--- src/rtl/mtc_pair_aligner.sv ---
// Pairs each SLC pipeline word with the pT-calc result that has the same muon ID,
// then presents the pair to the MTC packet formatter with a valid/ready handshake.

module mtc_pair_aligner_fifo #(
  parameter int W     = 32,
  parameter int DEPTH = 8
) (
  input  logic         clk,
  input  logic         rst,
  input  logic         push_i,
  input  logic [W-1:0] data_i,
  input  logic         pop_i,
  output logic [W-1:0] data_o,
  output logic         empty_o,
  output logic         ovf_o
);
  localparam int AW = (DEPTH > 1) ? $clog2(DEPTH) : 1;

  logic [W-1:0]  mem_q [DEPTH];
  logic [AW-1:0] wr_q, rd_q;
  logic [AW:0]   cnt_q;
  logic          ovf_q;
  logic          full, do_pop, do_push;

  assign full    = (cnt_q == (AW+1)'(DEPTH));
  assign empty_o = (cnt_q == '0);
  assign do_pop  = pop_i && !empty_o;
  // A pop in the same cycle frees the slot, so a push into a full FIFO still lands.
  assign do_push = push_i && (!full || do_pop);
  assign data_o  = mem_q[rd_q];
  assign ovf_o   = ovf_q;

  always_ff @(posedge clk or posedge rst) begin
    if (rst) begin
      wr_q  <= '0;
      rd_q  <= '0;
      cnt_q <= '0;
      ovf_q <= 1'b0;
    end else begin
      if (do_push) wr_q <= wr_q + AW'(1);
      if (do_pop)  rd_q <= rd_q + AW'(1);
      cnt_q <= cnt_q + (AW+1)'(do_push) - (AW+1)'(do_pop);
      if (push_i && !do_push) ovf_q <= 1'b1;
    end
  end

  always_ff @(posedge clk) begin
    if (do_push) mem_q[wr_q] <= data_i;
  end
endmodule

module mtc_pair_aligner #(
  parameter int PL_WIDTH    = 64,
  parameter int PT_WIDTH    = 48,
  parameter int DEPTH       = 8,
  parameter int TIMEOUT     = 64,
  parameter int PL_MUID_LSB = 0,
  parameter int PT_MUID_LSB = 0,
  parameter int MUID_WIDTH  = 20,
  parameter int BUSY_BIT    = 63
) (
  input  logic                clk,
  input  logic                rst,
  input  logic [PL_WIDTH-1:0] i_pl_data,
  input  logic                i_pl_valid,
  input  logic [PT_WIDTH-1:0] i_pt_data,
  input  logic                i_pt_valid,
  output logic [PL_WIDTH-1:0] o_slcpipeline,
  output logic [PT_WIDTH-1:0] o_ptcalc,
  output logic                o_valid,
  input  logic                i_ready,
  output logic                o_pl_overflow,
  output logic                o_pt_overflow,
  output logic [15:0]         o_timeout_cnt,
  output logic [15:0]         o_orphan_cnt
);
  localparam int TW = (TIMEOUT > 1) ? $clog2(TIMEOUT) : 1;

  typedef enum logic [1:0] {IDLE, MATCH, EMIT} state_t;

  state_t              state_q;
  logic [TW-1:0]       timer_q;
  logic [PL_WIDTH-1:0] slc_q;
  logic [PT_WIDTH-1:0] pt_q;
  logic                valid_q;
  logic [15:0]         tmo_cnt_q, orph_cnt_q;

  logic [PL_WIDTH-1:0] pl_head;
  logic [PT_WIDTH-1:0] pt_head;
  logic                pl_empty, pt_empty;
  logic                pl_pop, pt_pop, load, load_pt, orphan, tmo;

  mtc_pair_aligner_fifo #(.W(PL_WIDTH), .DEPTH(DEPTH)) u_pl_fifo (
    .clk(clk), .rst(rst), .push_i(i_pl_valid), .data_i(i_pl_data), .pop_i(pl_pop),
    .data_o(pl_head), .empty_o(pl_empty), .ovf_o(o_pl_overflow)
  );

  mtc_pair_aligner_fifo #(.W(PT_WIDTH), .DEPTH(DEPTH)) u_pt_fifo (
    .clk(clk), .rst(rst), .push_i(i_pt_valid), .data_i(i_pt_data), .pop_i(pt_pop),
    .data_o(pt_head), .empty_o(pt_empty), .ovf_o(o_pt_overflow)
  );

  // Match decision on the current heads; busy beats match beats orphan beats timeout.
  always_comb begin
    pl_pop  = 1'b0;
    pt_pop  = 1'b0;
    load    = 1'b0;
    load_pt = 1'b0;
    orphan  = 1'b0;
    tmo     = 1'b0;
    if (state_q == MATCH && !pl_empty) begin
      if (pl_head[BUSY_BIT]) begin
        load   = 1'b1;
        pl_pop = 1'b1;
      end else if (!pt_empty && (pl_head[PL_MUID_LSB +: MUID_WIDTH] ==
                                 pt_head[PT_MUID_LSB +: MUID_WIDTH])) begin
        load    = 1'b1;
        load_pt = 1'b1;
        pl_pop  = 1'b1;
        pt_pop  = 1'b1;
      end else if (!pt_empty) begin
        pt_pop = 1'b1;
        orphan = 1'b1;
      end else if (timer_q == TW'(TIMEOUT - 1)) begin
        load   = 1'b1;
        pl_pop = 1'b1;
        tmo    = 1'b1;
      end
    end
  end

  always_ff @(posedge clk or posedge rst) begin
    if (rst) begin
      state_q    <= IDLE;
      timer_q    <= '0;
      slc_q      <= '0;
      pt_q       <= '0;
      valid_q    <= 1'b0;
      tmo_cnt_q  <= '0;
      orph_cnt_q <= '0;
    end else begin
      case (state_q)
        IDLE: begin
          if (i_pl_valid) state_q <= MATCH;
        end
        MATCH: begin
          if (load) begin
            state_q <= EMIT;
            valid_q <= 1'b1;
            slc_q   <= pl_head;
            pt_q    <= load_pt ? pt_head : '0;
            timer_q <= '0;
            if (tmo && tmo_cnt_q != 16'hFFFF) tmo_cnt_q <= tmo_cnt_q + 16'd1;
          end else if (orphan) begin
            if (orph_cnt_q != 16'hFFFF) orph_cnt_q <= orph_cnt_q + 16'd1;
          end else begin
            timer_q <= timer_q + TW'(1);
          end
        end
        EMIT: begin
          if (i_ready) begin
            valid_q <= 1'b0;
            state_q <= (!pl_empty || i_pl_valid) ? MATCH : IDLE;
          end
        end
        default: state_q <= IDLE;
      endcase
    end
  end

  assign o_slcpipeline = slc_q;
  assign o_ptcalc      = pt_q;
  assign o_valid       = valid_q;
  assign o_timeout_cnt = tmo_cnt_q;
  assign o_orphan_cnt  = orph_cnt_q;
endmodule

--- config.mk ---
export PLATFORM = sky130hd
export DESIGN_NAME = mtc_pair_aligner
export DESIGN_NICKNAME = d
export VERILOG_FILES = /design/src/rtl/mtc_pair_aligner.sv
export SDC_FILE = /design/constraint.sdc
export NUM_CORES = 1
export LEC_CHECK = 0
export BUFFER_PORTS_ARGS = -buffer_cell sky130_fd_sc_hd__buf_2
export CORE_MARGIN = 4
export CORE_UTILIZATION = 51
export DETAILED_ROUTE_END_ITERATION = 7
export PLACE_DENSITY_LB_ADDON = 0.15
export REMOVE_ABC_BUFFERS = 1
export SYNTH_ARGS = -nofsm -noshare
export SYNTH_HDL_FRONTEND = slang
export SYNTH_SLANG_ARGS = --single-unit
--- constraint.sdc ---
create_clock -name clk -period 12.5 [get_ports clk]
set_input_delay 2.5 -clock clk [delete_from_list [all_inputs] [get_ports clk]]
set_output_delay 2.5 -clock clk [all_outputs]
set_load 0.01 [all_outputs]
# Word-level counts from Yosys, hierarchy flattened
# Memory sizes are Yosys's and may differ from the RTL's.
# Cells that the tools add are included.
classes:
  n_mux: 33
  addsub: 11
  n_eq_ne: 12
  bitwise_logic: 1
  n_reduce_logical: 28
op_table:
  columns: ["op", "n"]
  rows:
  - ["$mux 48", 1]
  - ["$add 16x1->16 const B", 2]
  - ["$ne 16x16->1 const B", 2]
  - ["$mux 1", 25]
  - ["$eq 20x20->1", 1]
  - ["$add 3x1->3 const B", 4]
  - ["$mux 6", 2]
  - ["$logic_and 1x1->1", 9]
  - ["$reduce_and 3->1", 3]
  - ["$add 4x1->4", 2]
  - ["$eq 4x4->1 const B", 2]
  - ["$logic_not 4->1", 2]
  - ["$sub 4x1->4", 2]
  - ["$add 6x1->6 const B", 1]
  - ["$eq 6x6->1 const B", 1]
  - ["$logic_not 1->1", 6]
  - ["$mux 2", 3]
  - ["$pmux 2 s3", 1]
  - ["$ne 2x1->1 const B", 2]
  - ["$ne 2x2->1 const B", 2]
  - ["$reduce_and 2->1", 2]
  - ["$reduce_and 4->1", 1]
  - ["$logic_or 1x1->1", 3]
  - ["$eq 2x1->1 const B", 1]
  - ["other kinds (5)", 5]
word_totals:
  out_inout_bits: 147
  regBits: 175
  in_bits: 117
  wordCells: 102
  ramBits: 896
  n_memories: 2
mem_list:
  columns: ["memory", "depth", "width", "read_ports", "rd_clocked_by_memory_dff", "write_ports", "line_no", "text"]
  rows:
  - ["u_pl_fifo.mem_q", 8, 64, 1, 0, 1, "19", "logic [W-1:0] mem_q [DEPTH];"]
  - ["u_pt_fifo.mem_q", 8, 48, 1, 0, 1, "19", null]

# Longest topological paths before layout
# Gate-level depths: netlist (run 1).
depth:
  depth_word: 11
  depth_mapped: 19
  ltp_nobuf: 14

# Cells and area by module
# From an unflattened synthesis (run 1), not the netlist that was laid out.
hier_totals:
  cells_unflattened: 2022
  area_unflattened_um2: 41343.4
by_module_without_submodules:
  columns: ["mod", "cells_each", "n_inst", "seq_area_each_um2", "area_per_inst_um2"]
  rows:
  - ["mtc_pair_aligner_fifo at u_pl_fifo", 805, 1, 15650.0, 19862.8]
  - ["mtc_pair_aligner_fifo at u_pt_fifo", 620, 1, 11806.3, 15168.3]
  - ["mtc_pair_aligner", 597, 1, 3828.7, 6312.3]

# Worst setup path after synthesis (run 1)
# OpenSTA, ideal clock, no wires.
synth_path:
  path_kind: "register to register"
  start: "reg u_pt_fifo.rd_q[1]"
  end: "mem u_pl_fifo.mem_q[4][0] (netlist bit), enable pin"
  period_less_slack_ns: 10.492
  n_path_buf: 3
  stages_incl_launch_ff: 12
  arrival_ns: 9.810
  path_slack_ns: 2.008
  required_ns: 11.817
  setup_time_ns: 0.683
  cell_sequence: "dfrtp_1 -> buf_6 -> buf_12 -> mux4_2 -> mux2i_1 -> xor2_1 -> or4_1 -> or4b_4 -> o31a_1 -> nand2b_4 -> buf_6 -> a2111oi_1"
synth_via:
  elab_chain_cells: 11
synth_lines:
  columns: ["item", "line_no", "text"]
  rows:
  - ["from (decl)", "20", "logic [AW-1:0] wr_q, rd_q;"]
  - ["from (signal assigned)", "41", "if (do_pop) rd_q <= rd_q + AW'(1);"]
  - ["$mem_v2 8x48", null, null]
  - ["$eq 20x20->1", "115", "end else if (!pt_empty && (pl_head[PL_MUID_LSB +: MUID_WIDTH] =="]
  - ["$logic_and 1x1->1", "115", null]
  - ["$mux 1", "115", null]
  - ["$mux 1", "112", "if (pl_head[BUSY_BIT]) begin"]
  - ["$mux 1", "111", "if (state_q == MATCH && !pl_empty) begin"]
  - ["$logic_and 1x1->1", "27", "assign do_pop = pop_i && !empty_o;"]
  - ["$logic_or 1x1->1", "29", "assign do_push = push_i && (!full || do_pop);"]
  - ["$logic_and 1x1->1", "29", null]
  - ["$mux 1", "48", "if (do_push) mem_q[wr_q] <= data_i;"]
  - ["$mux 1 (not written as such)", "48", null]
  - ["to (decl)", "19", null]
# No other way between the ends.

# Final worst setup path (run 1)
layout_path:
  start: "reg u_pl_fifo.rd_q[1]"
  end: "mem u_pl_fifo.mem_q[4][19] (netlist bit), enable pin"
layout_via:
  elab_chain_cells: 11
layout_lines:
  columns: ["item", "line_no"]
  rows:
  - ["from (decl)", "20"]
  - ["from (signal assigned)", "41"]
  - ["$mem_v2 8x64 *", null]
  - ["$eq 20x20->1", "115"]
  - ["$logic_and 1x1->1", "115"]
  - ["$mux 1", "115"]
  - ["$mux 1 *", "112"]
  - ["$mux 1 *", "111"]
  - ["$logic_and 1x1->1 *", "27"]
  - ["$logic_or 1x1->1 *", "29"]
  - ["$logic_and 1x1->1 *", "29"]
  - ["$mux 1 *", "48"]
  - ["$mux 1 (not written as such) *", "48"]
# Every way passes the cells marked *; elsewhere a longest branch is shown, timed or not.

==> metrics.log, run 1 <==
[metrics] setup_tns: 0 ns
[metrics] most frequent cell after synthesis: edfxtp_1
[metrics] Post-Place Worst Slack: 5.50 ns
[metrics] met1 wire length: 38.8 mm
[metrics] fmax: 145 MHz
[metrics] count of fill cells added during filler insertion: 5798
[metrics] area of the die: 85000 µm²
[metrics] Slew @ Worst Pin: 1.19 ns
[metrics] Total Routing Usage GR: 21.4%
[metrics] vias after detailed routing: 20189
[metrics] post-route worst setup slack: 5.63 ns
[metrics] fraction of registers with async set/reset: 16.3%
[metrics] dpl hpwl: 51.3 mm
[metrics] pin count of the biggest net entering global routing: 78
[metrics] CTS root buf: clkbuf_16
[metrics] area of the multi-input gates: 9190 µm²
[metrics] worst hold path type: reg2reg
[metrics] crit-path max FO: 69
[metrics] cell area after layout: 47300 µm²
[metrics] kind of critical path: reg2reg
[metrics] sort of element at the start of the critical path: register
[metrics] average wire per standard cell: 26.5 µm
[metrics] most frequent cell on the critical path: buf_4
[metrics] share of post-route cells with drive strength above 1: 31.0%
[metrics] utilization of the core after routing: 59.6%
[metrics] layout overhead on the synthesized area: 15.3%
[metrics] commonest cells in the synthesized netlist: edfxtp_1 (896), mux4_2 (222), dfrtp_1 (175), o21ai_0 (133), mux2i_1 (111)
[metrics] number of max-cap violations: 0
[metrics] final critical-path required period: 6.87 ns
[metrics] total routed wirelength: 91.1 mm
[metrics] setup repair after global routing missed its margin: no
[metrics] number of global-route vias before repair: 21326
[metrics] worst-case clock buffer depth: 3
[metrics] CP max stage cell: buf_4
[metrics] Top-Level Pins: 264
[metrics] Core Footprint: 79400 µm²
[metrics] cell area after placement: 43500 µm²
[metrics] TritonCTS Sinks: 1071
[metrics] ratio of final minimum period to clock period: 55.0%
[metrics] H-tree level count: 3
[metrics] Distinct cells, synth: 53
[metrics] arrival time worst endpoint: 7.15 ns
[metrics] cell taking the most area after synthesis: edfxtp_1
[metrics] Detail Route Antenna Nets: 0
[metrics] final RePlAce weighted congestion: 0.771
[metrics] nets@finish: 2419
[metrics] global-route wire length before repair: 137 mm
[metrics] number of enable flip-flop cells after synthesis: 896
[metrics] share of Yosys cell area claimed by the top area cell type: 65.6%
[metrics] Critical Path RT: 12.77 ns
[metrics] routed via count divided by cell count: 5.87
[metrics] Storage cell area: 31300 µm²
[metrics] Hold Violations, Final: 0
[metrics] relative max-transition margin: 20.5%
[metrics] kind of cell with the highest combined delay on the critical path: buffers and inverters
[metrics] CTS Hold Bufs: 0
[metrics] chip width: 292 µm
[metrics] IR drop worst, VDD: 0.135 mV
[metrics] mean post-synth cell area: 20.8 µm²
[metrics] dominant register cell in the synthesized netlist: edfxtp_1
[metrics] status: complete, no violations
[metrics] setup fix buffers added after clock tree synthesis: 0
[metrics] final worst clock skew: 0.0212 ns
[metrics] Slew Limit Fails: 0
[metrics] number of register bits inferred by synthesis: 1071
[metrics] remaining design rule violation count: 0
[metrics] TritonCTS clock tree: done
[metrics] DRT Pass-1 Iters: 6
[metrics] Resize count post-CTS: 0
[metrics] TritonCTS buffer count: 108
[metrics] Top Layer Used: met5
[metrics] input/output buffers: 263
[metrics] wire length on met3: 5.91 mm
[metrics] netlist area before placement: 41000 µm²
[metrics] CP peak stage delay: 0.84 ns
[metrics] cells after synthesis: 1971
[metrics] worst path cell trace: buf_4 > mux4_2 > mux2i_1 > xor2_1 > or4_1 > or4b_4 > o31a_2 > buf_4 > nand2b_4 > a2111oi_2 > buf_4 > buf_4
[metrics] DR WL met2: 44.6 mm
[metrics] antenna violations before repair: 26
[metrics] kind of end point of the critical path: register
[metrics] number of endpoints failing setup at the final stage: 0
[metrics] site row count: 103
[metrics] Power Total: 11.1 mW
[metrics] power per standard cell area: 236 nW/µm²
[metrics] Congestion Overflow GR: 0
[metrics] number of warnings printed during yosys synthesis: 0
[metrics] effective utilization at floorplan: 51.6%
[metrics] Die Height: 292 µm
[metrics] Lkg Pwr: 16.8 nW
[metrics] clock transition time at the flip-flop clock pins of the worst setup and hold paths: 0.06 ns
[metrics] portion of the post-synthesis area used by sequential elements: 76.3%
[metrics] Critical path buffers and inverters: 4
[metrics] DRT iter0 DRCs: 1479
[metrics] synth top area cells: edfxtp_1 (66%), mux4_2 (12%), dfrtp_1 (11%), mux2i_1 (2.7%), o21ai_0 (1.6%)
[metrics] Skew-Pair Late Insertion Delay: 0.65 ns
==> path summary, 6_finish.rpt <==
path | startpoint | to | slack, ns | depth (start not counted)
min | o_ptcalc[36] | o_ptcalc[36] | 0.48 | 1
min reg2reg | o_ptcalc[36] | o_ptcalc[36] | 0.48 | 1
max reg2reg | u_pl_fifo.rd_q[1] | u_pl_fifo.mem_q[4][19] | 5.63 | 12
max in group asynchronous | rst | u_pt_fifo.rd_q[0] | 9.09 | 3
max | u_pl_fifo.rd_q[1] | u_pl_fifo.mem_q[4][19] | 5.63 | 12
min in group asynchronous | rst | o_ptcalc[33] | 2.00 | 2
==> metrics by stage <==
stage | instances | hold WS (ns)
3_5_place_dp | 3221 | 0.469
6_report | 3441 | 0.483
5_1_grt | 3433 | 0.503
4_1_cts | 3427 | 0.484
2_1_floorplan | 1869 | 0.449
3_3_place_gp | 3221 | 0.465
==> cell type report <==
| type | instances | area share [%] |
|---|---|---|
| inverters | 31 | 0.265 |
| clock inverters | 55 | 1.20 |
| repair buffers | 302 | 3.40 |
| well taps | 1050 | 2.78 |
| multi-input cells | 767 | 19.4 |
| clock buffers | 151 | 6.62 |
| flip-flops and latches | 1071 | 66.2 |
| diodes | 14 | 0.0741 |
==> layer usage <==
metal / vias to the layer above / track usage (%)
met5: - / 0
met4: 16 / 5.82
met3: 132 / 4.17
met2: 595 / 34.1
met1: 10768 / 30.8
li1: 8678 / -
==> flip-flops by register name, summed over array words and instances (netlist names) <==
name,cells
u_pt_fifo.rd_q,3
u_pl_fifo.cnt_q,4
u_pt_fifo.ovf_o,1
o_ptcalc,48
u_pt_fifo.wr_q,3
timer_q,6
o_orphan_cnt,16
u_pt_fifo.cnt_q,4
state_q,2
u_pl_fifo.rd_q,3
o_slcpipeline,64
u_pt_fifo.mem_q,384
u_pl_fifo.wr_q,3
o_timeout_cnt,16
u_pl_fifo.mem_q,512
o_valid,1
u_pl_fifo.ovf_o,1
==> kinds of logic (layout without fill, tap and decap cells) <==
kind of cell	count (synthesis)	count (layout)	synth area share [%]
flip-flops	1071	1071	76.3
multiplexers	342	342	15.2
AO/OA/AOI/OAI	211	211	3.19
buffers and inverters	133	539	1.54
AND/OR/NAND/NOR	131	131	1.74
XOR/XNOR	62	62	1.32
adder cells (fa/ha/maj)	21	21	0.677
other	0	14	0
==> report_power, final <==
| group | internal, mW | switching, mW |
|---|---|---|
| Combinational | 1.27 | 1.71 |
| Sequential | 4.50 | 0.378 |
| Clock | 1.96 | 1.33 |
==> cells in the final DEF (no fill, tap or decap), types with 14 or more instances in the layout <==
cell         n
ha_1        19
dfrtp_1    169
buf_4       39
nand3_1     15
inv_1       29
mux2i_1    111
xor2_1      39
clkbuf_1    22
edfxtp_1   896
clkbuf_8    16
nand2_1     29
buf_2      263
mux4_2     222
diode_2     14
xnor2_1     23
clkbuf_16  113
nor3_1      14
o2bb2ai_1   47
clkinv_2    23
o21ai_0    133
Note: power is estimated with default switching activity, not from simulation.
==> run 2, diff against run 1 <==
clock period = 6 ns   (was 12.5 ns; I/O delays follow)
==> run 2 against run 1 <==
Against the previous run: die area unchanged; cell area increased by 0.33%; clock skew decreased by 0.0024 ns; utilization increased by 0.19 points; largest cell class unchanged; largest power group unchanged.
==> metrics.log, run 2 (synthesized netlist as in run 1, its figures left out) <==
[metrics] Detail Route Antenna Nets: 0 (unchanged)
[metrics] IR drop worst, VDD: 0.321 mV (was 0.135 mV)
[metrics] r2r setup slk: 0.74 ns (was 5.63 ns)
[metrics] final worst clock skew: 0.0188 ns (was 0.0212 ns)
[metrics] final critical-path required period: 5.26 ns (was 6.87 ns)
[metrics] Slew Limit Fails: 0 (unchanged)
[metrics] routed via count divided by cell count: 5.85 (was 5.87)
[metrics] TritonCTS Sinks: 1071 (unchanged)
[metrics] Total Routing Usage GR: 21.1% (was 21.4%)
[metrics] Top-Level Pins: 264 (unchanged)
[metrics] utilization of the core after routing: 59.7% (was 59.6%)
[metrics] pin count of the biggest net entering global routing: 91 (was 78)
[metrics] crit-path max FO: 41 (was 69)
[metrics] post-route worst setup slack: 0.745 ns (was 5.63 ns)
[metrics] sort of element at the start of the critical path: register (unchanged)
[metrics] area of the die: 85000 µm² (unchanged)
[metrics] layout overhead on the synthesized area: 15.7% (was 15.3%)
[metrics] worst hold path type: reg2reg (unchanged)
[metrics] DRT iter0 DRCs: 1529 (was 1479)
[metrics] count of fill cells added during filler insertion: 5795 (was 5798)
[metrics] setup repair after global routing missed its margin: no (unchanged)
[metrics] worst-case clock buffer depth: 3 (unchanged)
[metrics] TritonCTS clock tree: done (unchanged)
[metrics] power per standard cell area: 488 nW/µm² (was 236 nW/µm²)
[metrics] number of max-cap violations: 0 (unchanged)
[metrics] CTS Hold Bufs: 0 (unchanged)
[metrics] DRT Pass-1 Iters: 5 (was 6)
[metrics] dpl hpwl: 50.9 mm (was 51.3 mm)
[metrics] effective utilization at floorplan: 51.6% (unchanged)
[metrics] site row count: 103 (unchanged)
[metrics] leading cell type in the layout, fill and taps excluded: edfxtp_1 (unchanged)
[metrics] chip width: 292 µm (unchanged)
[metrics] Lkg Pwr: 16.9 nW (was 16.8 nW)
[metrics] Slew @ Worst Pin: 1.15 ns (was 1.19 ns)
[metrics] kind of critical path: reg2reg (unchanged)
[metrics] remaining design rule violation count: 0 (unchanged)
[metrics] arrival time worst endpoint: 5.58 ns (was 7.15 ns)
[metrics] vias after detailed routing: 20157 (was 20189)
[metrics] Hold Violations, Final: 0 (unchanged)
[metrics] setup fix buffers added after clock tree synthesis: 0 (unchanged)
[metrics] Core Footprint: 79400 µm² (unchanged)
[metrics] relative max-transition margin: 23.7% (was 20.5%)
[metrics] status: complete, no violations (unchanged)
[metrics] ratio of final minimum period to clock period: 87.6% (was 55.0%)
[metrics] Resize count post-CTS: 0 (unchanged)
[metrics] Die Height: 292 µm (unchanged)
[metrics] TritonCTS buffer count: 107 (was 108)
[metrics] clock transition time at the flip-flop clock pins of the worst setup and hold paths: 0.06 ns (about the same)
[metrics] CTS root buf: clkbuf_16 (unchanged)
[metrics] fmax: 190 MHz (was 145 MHz)
[metrics] H-tree level count: 3 (unchanged)
[metrics] total routed wirelength: 89.1 mm (was 91.1 mm)
[metrics] Post-Place Worst Slack: 0.768 ns (was 5.50 ns)
[metrics] antenna violations before repair: 27 (was 26)
[metrics] Skew-Pair Late Insertion Delay: 0.66 ns (was 0.65 ns)
[metrics] input/output buffers: 263 (unchanged)
[metrics] Reg with most FFs: u_pl_fifo.mem_q (unchanged)
[metrics] number of flip-flops in the largest register: 512 (unchanged)
[metrics] number of endpoints failing setup at the final stage: 0 (unchanged)
[metrics] highest-count cells in the layout ignoring fill and taps: edfxtp_1 (896), buf_2 (263), mux4_2 (222), dfrtp_1 (169), o21ai_0 (133) (unchanged)
[metrics] final RePlAce weighted congestion: 0.773 (was 0.771)
[metrics] nets@finish: 2429 (was 2419)
[metrics] share of post-route cells with drive strength above 1: 31.3% (was 31.0%)
[metrics] kind of end point of the critical path: register (unchanged)
[metrics] number of global-route vias before repair: 21044 (was 21326)
[metrics] global-route wire length before repair: 136 mm (was 137 mm)
[metrics] Congestion Overflow GR: 0 (unchanged)
[metrics] Critical Path RT: 6.33 ns (was 12.77 ns)
[metrics] average wire per standard cell: 25.8 µm (was 26.5 µm)
==> run 2: cell types whose count changed in the layout (fill, tap and decap cells not counted), moves of 3 or more <==
| cell | change |
|---|---|
| clkinv_2 | +3 |
| bufinv_16 | +4 |
| inv_6 | +3 |
| clkbuf_8 | -10 |
| clkbuf_16 | -4 |
| buf_12 | +11 |
==> run 2: metal layers <==
layer | GRT usage, % | part of all wire [%] | routed length [µm] | vias to the layer above
met5 | 0 | 0.070 | 62 | -
met4 | 5.05 | 1.8 | 1600 | 12
met3 | 5.38 | 7.6 | 6760 | 115
met2 | 33.1 | 48 | 42500 | 596
met1 | 30.4 | 43 | 38200 | 10720
li1 | - | - | - | 8714
==> run 2: cell type report <==
type / count / area (µm²) / share of cell area [%]
flip-flops and latches: 1071 / 31300 / 66.0
repair buffers: 313 / 1830 / 3.86
multi-input cells: 767 / 9190 / 19.4
clock buffers: 135 / 2890 / 6.08
diodes: 13 / 32.5 / 0.0686
well taps: 1050 / 1310 / 2.77
clock inverters: 68 / 749 / 1.58
inverters: 31 / 125 / 0.264
==> run 2: path summary, 6_finish.rpt <==
check,from,to,cells after the start
min,o_orphan_cnt[9],o_orphan_cnt[9],1
min reg2reg,o_orphan_cnt[9],o_orphan_cnt[9],1
max in group asynchronous,rst,u_pl_fifo.rd_q[0],3
max reg2reg,u_pt_fifo.rd_q[1],u_pl_fifo.mem_q[5][34],11
max,u_pt_fifo.rd_q[1],u_pl_fifo.mem_q[5][34],11
min in group asynchronous,rst,o_ptcalc[23],2
==> run 2: worst max-delay path: stages, from the launching register on <==
cell and delay [ns]:
dfrtp_4 0.93, buf_12 0.32, mux4_2 0.53, mux2i_1 0.32
xnor2_1 0.27, and4_1 0.32, nand3_1 0.23, o31a_2 0.40
nand2b_4 0.24, buf_4 0.31, a2111oi_2 0.63, buf_12 0.33
==> run 2: power by group <==
| group | switching, mW | internal, mW |
|---|---|---|
| combinational | 3.58 | 2.72 |
| sequential | 0.709 | 9.36 |
| clock | 2.77 | 4.02 |
| total | 7.05 | 16.1 |
==> run 2: through the flow <==
stage / power, mW / TNS, ns / cell area (µm²) / cells / hold WS [ns]
after detailed placement: 16.6 / 0 / 43800 / 3232 / 0.469
final: 23.2 / 0 / 47400 / 3448 / 0.481
after floorplan: 14.7 / -4890.92 / 40500 / 1869 / 0.449
after global placement: 16.5 / 0 / 43800 / 3232 / 0.467
after global routing: 24.3 / 0 / 47400 / 3439 / 0.501
after CTS: 23.5 / 0 / 47400 / 3435 / 0.486
